==> config.mk <==
export PLATFORM = sky130hd
export DESIGN_NAME = contador_modn_cascata_flat
export DESIGN_NICKNAME = d
export VERILOG_FILES = /design/src/rtl/contador_modn_cascata_if.sv /design/src/rtl/contador_modn_cascata.sv /design/src/flat_wrapper.sv
export SDC_FILE = /design/constraint.sdc
export NUM_CORES = 1
export LEC_CHECK = 0
export ABC_CLOCK_PERIOD_IN_PS = 3100
export BUFFER_PORTS_ARGS = -buffer_cell sky130_fd_sc_hd__buf_2
export CAP_MARGIN = 15
export CORE_MARGIN = 2
export CORE_UTILIZATION = 35
export DETAILED_ROUTE_END_ITERATION = 16
export HOLD_SLACK_MARGIN = 0.15
export SYNTH_ARGS = -nofsm -noshare
export SYNTH_HDL_FRONTEND = slang
export SYNTH_SLANG_ARGS = --single-unit
export TNS_END_PERCENT = 20
==> constraint.sdc <==
create_clock -name clk -period 3.1 [get_ports clk]
set_input_delay 0.465 -clock clk [delete_from_list [all_inputs] [get_ports clk]]
set_output_delay 0.465 -clock clk [all_outputs]
set_load 0.01 [all_outputs]
==> src/rtl/contador_modn_cascata_if.sv <==
// Control/data bundle for the cascadable modulo-N counter.
// The master drives the controls; the counter (slave) drives the status outputs.
interface contador_modn_cascata_if #(
   parameter int DIGITS = 2,
   parameter int DW     = 4
);
   logic                   i_en;
   logic                   i_up;
   logic                   i_loadn;
   logic [DIGITS*DW-1:0]   i_data;
   logic [DIGITS*DW-1:0]   o_count;
   logic                   o_tc;
   logic                   o_zero;
   logic                   o_done;

   modport master (
      output i_en, i_up, i_loadn, i_data,
      input  o_count, o_tc, o_zero, o_done
   );

   modport slave (
      input  i_en, i_up, i_loadn, i_data,
      output o_count, o_tc, o_zero, o_done
   );
endinterface

==> src/rtl/contador_modn_cascata.sv <==
// Cascadable modulo-N up/down counter with synchronous clamped load,
// optional stop-at-terminal mode and a sticky done flag.
module contador_modn_cascata #(
   parameter int DIGITS      = 2,
   parameter int MODULUS     = 10,
   parameter int DW          = 4,
   parameter int STOP_AT_END = 0
) (
   input logic                     clk,
   input logic                     clrn,
   contador_modn_cascata_if.slave  bus
);
   localparam logic [DW-1:0] MAXV = DW'(MODULUS - 1);

   logic [DIGITS*DW-1:0] r_count;
   logic                 r_done;
   logic [DIGITS*DW-1:0] w_count_nxt;
   logic                 w_done_nxt;
   logic [DIGITS:0]      w_carry;
   logic                 w_tc;
   logic                 w_freeze;

   always_comb begin : p_next
      logic [DW-1:0] v_dig;
      logic [DW-1:0] v_fld;
      v_dig       = '0;
      v_fld       = '0;
      w_carry     = '0;
      w_count_nxt = r_count;
      w_done_nxt  = r_done;

      // w_carry[k] = digits 0..k-1 all at terminal, i.e. digit k steps this edge.
      w_carry[0] = 1'b1;
      for (int unsigned k = 0; k < DIGITS; k++) begin
         v_dig        = r_count[k*DW +: DW];
         w_carry[k+1] = w_carry[k] & (bus.i_up ? (v_dig == MAXV) : (v_dig == '0));
      end

      w_tc     = bus.i_en & w_carry[DIGITS];
      w_freeze = (STOP_AT_END != 0) && (r_done || w_tc);

      if (!bus.i_loadn) begin
         for (int unsigned k = 0; k < DIGITS; k++) begin
            v_fld = bus.i_data[k*DW +: DW];
            if (32'(v_fld) >= 32'(MODULUS))
               v_fld = MAXV;
            w_count_nxt[k*DW +: DW] = v_fld;
         end
         w_done_nxt = 1'b0;
      end else if (bus.i_en) begin
         if (w_tc)
            w_done_nxt = 1'b1;
         if (!w_freeze) begin
            for (int unsigned k = 0; k < DIGITS; k++) begin
               if (w_carry[k]) begin
                  v_dig = r_count[k*DW +: DW];
                  if (bus.i_up)
                     v_dig = (v_dig == MAXV) ? '0 : v_dig + 1'b1;
                  else
                     v_dig = (v_dig == '0) ? MAXV : v_dig - 1'b1;
                  w_count_nxt[k*DW +: DW] = v_dig;
               end
            end
         end
      end
   end

   always_ff @(posedge clk or negedge clrn) begin
      if (!clrn) begin
         r_count <= '0;
         r_done  <= 1'b0;
      end else begin
         r_count <= w_count_nxt;
         r_done  <= w_done_nxt;
      end
   end

   assign bus.o_count = r_count;
   assign bus.o_tc    = w_tc;
   assign bus.o_zero  = (r_count == '0);
   assign bus.o_done  = r_done;
endmodule
==> src/flat_wrapper.sv <==
// flat-port wrapper written by rule: the top's interface ports become plain ports
module contador_modn_cascata_flat 
#(
   parameter int DIGITS      = 2,
   parameter int MODULUS     = 10,
   parameter int DW          = 4,
   parameter int STOP_AT_END = 0
)
  (clk, clrn, bus_i_en, bus_i_up, bus_i_loadn, bus_i_data, bus_o_count, bus_o_tc, bus_o_zero, bus_o_done);
  contador_modn_cascata_if #(.DIGITS(DIGITS), .DW(DW)) bus_i ();
  input logic clk;
  input logic clrn;
  input wire logic [$bits(bus_i.i_en)-1:0] bus_i_en;
  input wire logic [$bits(bus_i.i_up)-1:0] bus_i_up;
  input wire logic [$bits(bus_i.i_loadn)-1:0] bus_i_loadn;
  input wire logic [$bits(bus_i.i_data)-1:0] bus_i_data;
  output wire logic [$bits(bus_i.o_count)-1:0] bus_o_count;
  output wire logic [$bits(bus_i.o_tc)-1:0] bus_o_tc;
  output wire logic [$bits(bus_i.o_zero)-1:0] bus_o_zero;
  output wire logic [$bits(bus_i.o_done)-1:0] bus_o_done;
  assign bus_i.i_en = bus_i_en;
  assign bus_i.i_up = bus_i_up;
  assign bus_i.i_loadn = bus_i_loadn;
  assign bus_i.i_data = bus_i_data;
  assign bus_o_count = bus_i.o_count;
  assign bus_o_tc = bus_i.o_tc;
  assign bus_o_zero = bus_i.o_zero;
  assign bus_o_done = bus_i.o_done;
  contador_modn_cascata #(.DIGITS(DIGITS), .MODULUS(MODULUS), .DW(DW), .STOP_AT_END(STOP_AT_END)) u_core (.clk(clk), .clrn(clrn), .bus(bus_i));
endmodule
==> metrics, run 1 <==
Total GRT Usage ~16%; Metal-1 WL 855 µm; CTS tree yes; Row Count 17; Reg clk slew, reported paths 0.06 ns; min cycle time layout ~2.1 ns; DR WL met3 around 100 µm; Final setup viols 0; Rel. slew slack 66.28%; Top delay family on crit path simple AND/OR/NAND/NOR gates; Critical Path RT approximately 2.6 ns; syn_nets 116; commonest non-fill, non-tap cell in the layout buf_2; Final Skew about 0.0046 ns; initial antenna violation count 0; First-pass DRT Iterations 4; Syn Inst Count ~100; Layout area overhead 15.37%; first-pass GRT wire length between 3 and 4 mm; LEAKAGE roughly 0.4 nW; VDD IR max about 300 µV; RSZ-0062 raised after global routing false; Overflow after GRT 0; Syn Area/Cell between 7 and 8 µm²; Slew Viols, Final 0; H-Tree Depth 1; CP bufs+invs 1; Clock Latency Late Sink 0.26 ns; layout cells sized above 1 between 20% and 30%; HP Class primary input to register; Routability Congestion 0.7885; clk root buf clkbuf_4; TritonCTS buffer count 3; Clock Tree Buf Depth 2; die area around 2800 µm²; Ports 24; warnings from Yosys 0; setup TNS 0 ns; vias in the first global route 750; synthesis-stage register bit count 9; fillers between 200 and 250; ANT cells 0; die height approximately 52 µm; Post-DRT Antenna Nets 0; DRT iter0 DRCs 15; crit path max fanout 8; top routing layer used met3; PwrDens 409.0 nW/µm²; most frequent cells in the layout buf_2, dfrtp_1, nor2_1, o21ai_1; Starting Density between 30% and 40%; total number of vias between 800 and 900; WL/cell about 13 µm; MaxCap Viol Count 0; Port Buf Inserts 23; Syn Std Cell Area a little over 800 µm²; Post-Route WL between 1.5 and 2 mm; Worst-Margin Slew between 0.5 and 0.6 ns; CP Capture Type primary output; Residual DRC 0; crit path DAT between 1.5 and 2 ns; Hold Violations, Final 0; Non-Filler Instances roughly 150; Via density between 5 and 6; CP cell instances nor3_1 -> o211ai_2 -> nor2_1 -> buf_2; Die Wd about 52 µm; register area share after synthesis between 20% and 30%; Final period util between 60% and 70%; CTS Hold Bufs 1; result of the run completed; library cells used by synthesis 39; post-cts resize count 0; WL met2 between 1 and 1.5 mm; Setup Fix Bufs, Post-CTS 0; layout net count roughly 140; final core occ between 40% and 50%; fmax between 0.4 and 0.5 GHz; pin count of the biggest net entering global routing 25; CP peak stage delay 0.48 ns; clk sink count 9; area of the core 2212 µm²; slowest stage cell, crit path dfrtp_1; startpoint class of the critical path register; Placed Instances about 140; Crit Path Category register to primary output
worst register-to-register path, delay by kind of cell, from the launching register on:
| family | cells | cell delay [ns] |
|---|---|---|
| simple gates | 2 | 0.42 |
| flops | 1 | 0.55 |
| mux | 1 | 0.10 |
| compound gates | 1 | 0.25 |
synth_stat cells:
| cell | instances | area (µm²) |
|---|---|---|
| a21bo_2 | 1 | 10.01 |
| dfrtp_1 | 9 | 225.2 |
| o2111ai_1 | 1 | 8.760 |
| o211ai_2 | 1 | 12.51 |
| a31oi_1 | 5 | 31.28 |
| o22ai_1 | 1 | 6.260 |
| and2b_1 | 1 | 7.510 |
| mux2i_1 | 1 | 10.01 |
| a211oi_1 | 1 | 7.510 |
| inv_2 | 1 | 3.750 |
| nand4b_1 | 3 | 26.28 |
| a22oi_1 | 2 | 15.01 |
| and3_1 | 3 | 18.77 |
| nor3_1 | 3 | 15.01 |
| or3_4 | 1 | 11.26 |
| nor4_1 | 2 | 12.51 |
| nor3b_2 | 1 | 12.51 |
| clkbuf_1 | 2 | 7.510 |
| buf_2 | 6 | 30.03 |
| mux2_1 | 1 | 11.26 |
| inv_1 | 2 | 7.510 |
| buf_6 | 2 | 22.52 |
| nand3_1 | 2 | 10.01 |
| o21ai_0 | 6 | 30.03 |
| o21ai_1 | 8 | 40.04 |
| xnor2_1 | 5 | 43.79 |
| a21boi_1 | 1 | 7.510 |
| nor2b_1 | 2 | 12.51 |
| a21oi_1 | 3 | 15.01 |
| o211a_4 | 1 | 17.52 |
| and4b_1 | 1 | 10.01 |
| o21a_1 | 2 | 15.01 |
| nor2_1 | 8 | 30.03 |
| a21boi_0 | 1 | 7.510 |
| o221ai_1 | 1 | 8.760 |
| nand2b_1 | 4 | 25.02 |
| or3_1 | 1 | 6.260 |
| nand2_1 | 6 | 22.52 |
| o21bai_1 | 1 | 7.510 |
path summary, 6_finish.rpt:
| kind | startpoint | end | slack [ns] | cells past startpoint |
|---|---|---|---|---|
| worst min-delay path | bus_i_data[5] | u_core.bus.o_count[5] | 0.44 | 3 |
| worst max-delay path | u_core.bus.o_count[0] | bus_o_tc | 1.04 | 4 |
| worst min register to register | u_core.bus.o_done | u_core.bus.o_done | 0.49 | 1 |
| min in group asynchronous | clrn | u_core.bus.o_count[6] | 0.59 | 2 |
| worst max register to register | u_core.bus.o_count[1] | u_core.bus.o_count[2] | 1.67 | 4 |
| max in group asynchronous | clrn | u_core.bus.o_done | 2.33 | 2 |
registers in the layout, summed over array words and instances, names as in the netlist:
signal,count
u_core.bus.o_count,8
u_core.bus.o_done,1
layout make-up:
class | count | area, µm² | area share [%]
clock buffers | 4 | 26.28 | 2.770
inverters | 3 | 11.26 | 1.187
multi-input cells | 81 | 525.5 | 55.41
flip-flops and latches | 9 | 225.2 | 23.75
well taps | 28 | 35.03 | 3.694
repair buffers | 24 | 125.1 | 13.19
stage by stage:
stage | worst slack (ns) | total power, mW | cell area [µm²] | hold slack, ns
floorplan | 1.448 | 0.2654 | 822.0 | 0.1694
global placement | 1.150 | 0.2981 | 912.1 | 0.3278
detailed placement | 1.097 | 0.3015 | 912.1 | 0.3253
CTS | 1.035 | 0.3925 | 948.4 | 0.4291
global route | 0.8926 | 0.4218 | 948.4 | 0.4329
finish | 1.045 | 0.3879 | 948.4 | 0.4367
power breakdown:
part / switching [mW] / total [mW] / internal, mW
sequential: 0.0401 / 0.171 / 0.131
combinational: 0.0640 / 0.128 / 0.0639
clock: 0.0399 / 0.0894 / 0.0495
cell families (layout without fill, tap and decap cells):
kind of cell / count (synthesis) / in the layout / synth area share [%]
muxes: 2 / 2 / 2.587
buffers and inverters: 13 / 31 / 8.676
DFF: 9 / 9 / 27.40
AOI/OAI and AO/OA: 36 / 36 / 29.22
xor gates and xnor gates: 5 / 5 / 5.327
and+or+nand+nor: 38 / 38 / 26.79
metal layers:
layer,track usage [%],vias to the layer above
met3,5.429,0
met1,20.21,384
met5,0,-
li1,-,414
met4,2.564,0
met2,27.08,21
No activity file was read; power rests on OpenSTA's default activity.
==> run 2, diff against run 1 <==
--- a/config.mk
+++ b/config.mk
@@ -5,7 +5,8 @@
 export SDC_FILE = /design/constraint.sdc
 export NUM_CORES = 1
 export LEC_CHECK = 0
-export ABC_CLOCK_PERIOD_IN_PS = 3100
+export ABC_AREA = 1
+export ABC_CLOCK_PERIOD_IN_PS = 2000
 export BUFFER_PORTS_ARGS = -buffer_cell sky130_fd_sc_hd__buf_2
 export CAP_MARGIN = 15
 export CORE_MARGIN = 2
==> constraint.sdc (replaced) <==
create_clock -name clk -period 2 [get_ports clk]
set_input_delay 0.3 -clock clk [delete_from_list [all_inputs] [get_ports clk]]
set_output_delay 0.3 -clock clk [all_outputs]
set_load 0.01 [all_outputs]
==> run 2 against run 1 <==
Sequential power rose by 56%. Clock skew barely moved. Non-clock buffer count stayed put. Critical path depth up 4. Total power up 89%. Combinational power rose to 2.5 times the previous value. Register-to-register slack worse by 0.90 ns.
==> metrics, run 2 <==
result of the run completed; Final setup viols 0; Layout area overhead 22.17%; initial antenna violation count 0; top cells by count, synth nand2_1, nand3_1, inv_1; Row Count 17; CP Capture Type primary output; Routability Congestion 0.8258; total number of vias between 900 and 1k; warnings from Yosys 0; Total GRT Usage 16.56%; Starting Density between 30% and 40%; share of flip-flops with an asynchronous set or reset 100.0%; library cells used by synthesis 24; max reg flops 8; setup TNS 0 ns; fmax ~0.57 GHz; TritonCTS buffer count 3; top-count cell post-synth nand2_1; post-cts resize count 0; Post-Route WL roughly 2.0 mm; layout net count approximately 170; Clock Tree Buf Depth 2; Reg clk slew, reported paths 0.06 ns; commonest non-fill, non-tap cell in the layout nand2_1; synthesis-stage register bit count 9; WL/cell 10.86 µm; Syn Std Cell Area just under 800 µm²; Slew Viols, Final 0; First-pass DRT Iterations 4; Port Buf Inserts 23; Main synth FF type dfrtp_1; Worst-Margin Slew between 0.2 and 0.3 ns; Crit Path Category register to primary output; min cycle time layout 1.747 ns; DRT iter0 DRCs 35; Final Skew approximately 0.0044 ns; CP cell instances inv_2 -> nand3_1 -> nor2_1 -> nand2_1 -> nand2_1 -> nand3_1 -> inv_1 -> buf_2; top cell type by total area after synthesis dfrtp_1; Synth area leaders dfrtp_1, nand2_1, nand3_1, inv_1, nand3_2; H-Tree Depth 1; pin count of the biggest net entering global routing 12; Die Wd 51.68 µm; die area approximately 2700 µm²; crit path DAT 1.45 ns; Ports 24; ANT cells 0; crit path max fanout 6; register area share after synthesis 28.30%; HP Class primary input to register; mux contribution to synthesized area 0%; CP peak stage delay about 0.45 ns; MaxCap Viol Count 0; Placed Instances roughly 180; startpoint class of the critical path register; LEAKAGE 0.5464 nW; Final period util between 80% and 90%; xor and xnor area share after synthesis around 2.2%; Critical Path RT approximately 1.7 ns; die height approximately 52 µm; CTS tree yes; fillers 228; DPL Wire Length 1.591 mm; area of the core between 2000 and 2500 µm²; Non-Filler Instances around 180; Post-synth EDFFs 0; Clock Latency Late Sink approximately 0.26 ns; Overflow after GRT 0; clk sink count 9; share of the synthesized area in the top cell type 28.30%; Top delay family on crit path simple AND/OR/NAND/NOR gates; main combinational cell family by area after synthesis simple AND/OR/NAND/NOR gates; first-pass GRT wire length between 3 and 4 mm; Syn Area/Cell just over 6 µm²; syn_nets between 100 and 150; Synth Area in Adders 0%; Hold Violations, Final 0; RSZ-0062 raised after global routing false; Post-DRT Antenna Nets 0; Residual DRC 0; Via density 4.945; most frequent cells in the layout nand2_1, buf_2, nand3_1; slowest stage cell, crit path dfrtp_1; PwrDens 752.7 nW/µm²; Rel. slew slack 81.51%; VDD IR max approximately 370 µV; Synth Area in Simple Gates between 40% and 50%; Synth Area in Compound Gates about 14%; clk root buf clkbuf_4; CP bufs+invs 3; vias in the first global route around 800; Syn Inst Count 129; layout cells sized above 1 between 20 and 30%
[run 2: cell count changes in the layout (fill, tap and decap cells not counted), sizes merged, moves of 4 or more]
| cell | before | now |
|---|---|---|
| nand3 | 2 | 15 |
| nand2 | 6 | 47 |
| a31oi | 5 | 0 |
| nand2b | 4 | 0 |
| xnor2 | 5 | 0 |
| nor2 | 8 | 12 |
| o21ai | 14 | 8 |
| inv | 3 | 19 |
[run 2: worst paths after layout]
path / slack (ns) / end / cells past startpoint / start
max: 0.25 / bus_o_tc / 8 / u_core.bus.o_count[6]
min: 0.31 / u_core.bus.o_count[0] / 3 / bus_i_data[3]
max reg2reg: 0.77 / u_core.bus.o_count[4] / 7 / u_core.bus.o_count[1]
min reg2reg: 0.51 / u_core.bus.o_done / 2 / u_core.bus.o_done
max in group asynchronous: 1.39 / u_core.bus.o_count[3] / 2 / clrn
min in group asynchronous: 0.42 / u_core.bus.o_count[0] / 2 / clrn
[run 2: logic make-up after synthesis]
family / after synthesis
buffers and inverters: 21
AOI/OAI and AO/OA: 19
xor gates and xnor gates: 2
DFF: 9
and+or+nand+nor: 78
[run 2: routing by layer]
layer	GRT usage [%]	up-vias	wire length (µm)
met5	0	-	0
met4	8.772	0	19
met3	2.586	2	114
met2	24.79	29	872
met1	22.74	397	981
li1	-	477	-
[run 2: area by class of cell]
cell class	instances	area [µm²]	area share, %
clock buffer	4	26.28	2.703
inverter	19	73.82	7.593
multi-input combinational	99	486.7	50.06
sequential	9	225.2	23.17
tap	28	35.03	3.604
timing repair buffer	24	125.1	12.87
[run 2: repair_timing]
| action | in CTS | in global routing |
|---|---|---|
| hold buffers | 1 | 0 |
| setup buffers | 0 | 0 |
| endpoints found under the hold margin | 9 | 0 |
[run 2: power breakdown]
part	internal [mW]	switching, mW	leakage, nW
Clock	0.0770	0.0645	0.0150
Combinational	0.123	0.201	0.418
Sequential	0.211	0.0551	0.113
Total	0.411	0.320	0.546
[run 2: worst register-to-register path, delay by kind of cell, from the launching register on]
family          cells  cell delay [ns]
simple gates        5             0.57
buf+inv             1             0.07
compound gates      1             0.05
flops               1             0.47
[run 2: stage by stage]
step           total power, mW  setup WS [ns]  cell area, µm²  utilization (%)  hold WS, ns
5_1_grt                 0.7996         0.1305           972.2            44.37       0.3236
3_3_place_gp            0.5873         0.5673           935.9            42.72       0.1674
4_1_cts                 0.7359         0.2488           972.2            44.37       0.3063
6_report                0.7317         0.2533           972.2            44.37       0.3112
2_1_floorplan           0.4910         0.5741           795.8                -     0.004409
3_5_place_dp            0.5903         0.5354           935.9            42.72       0.1682
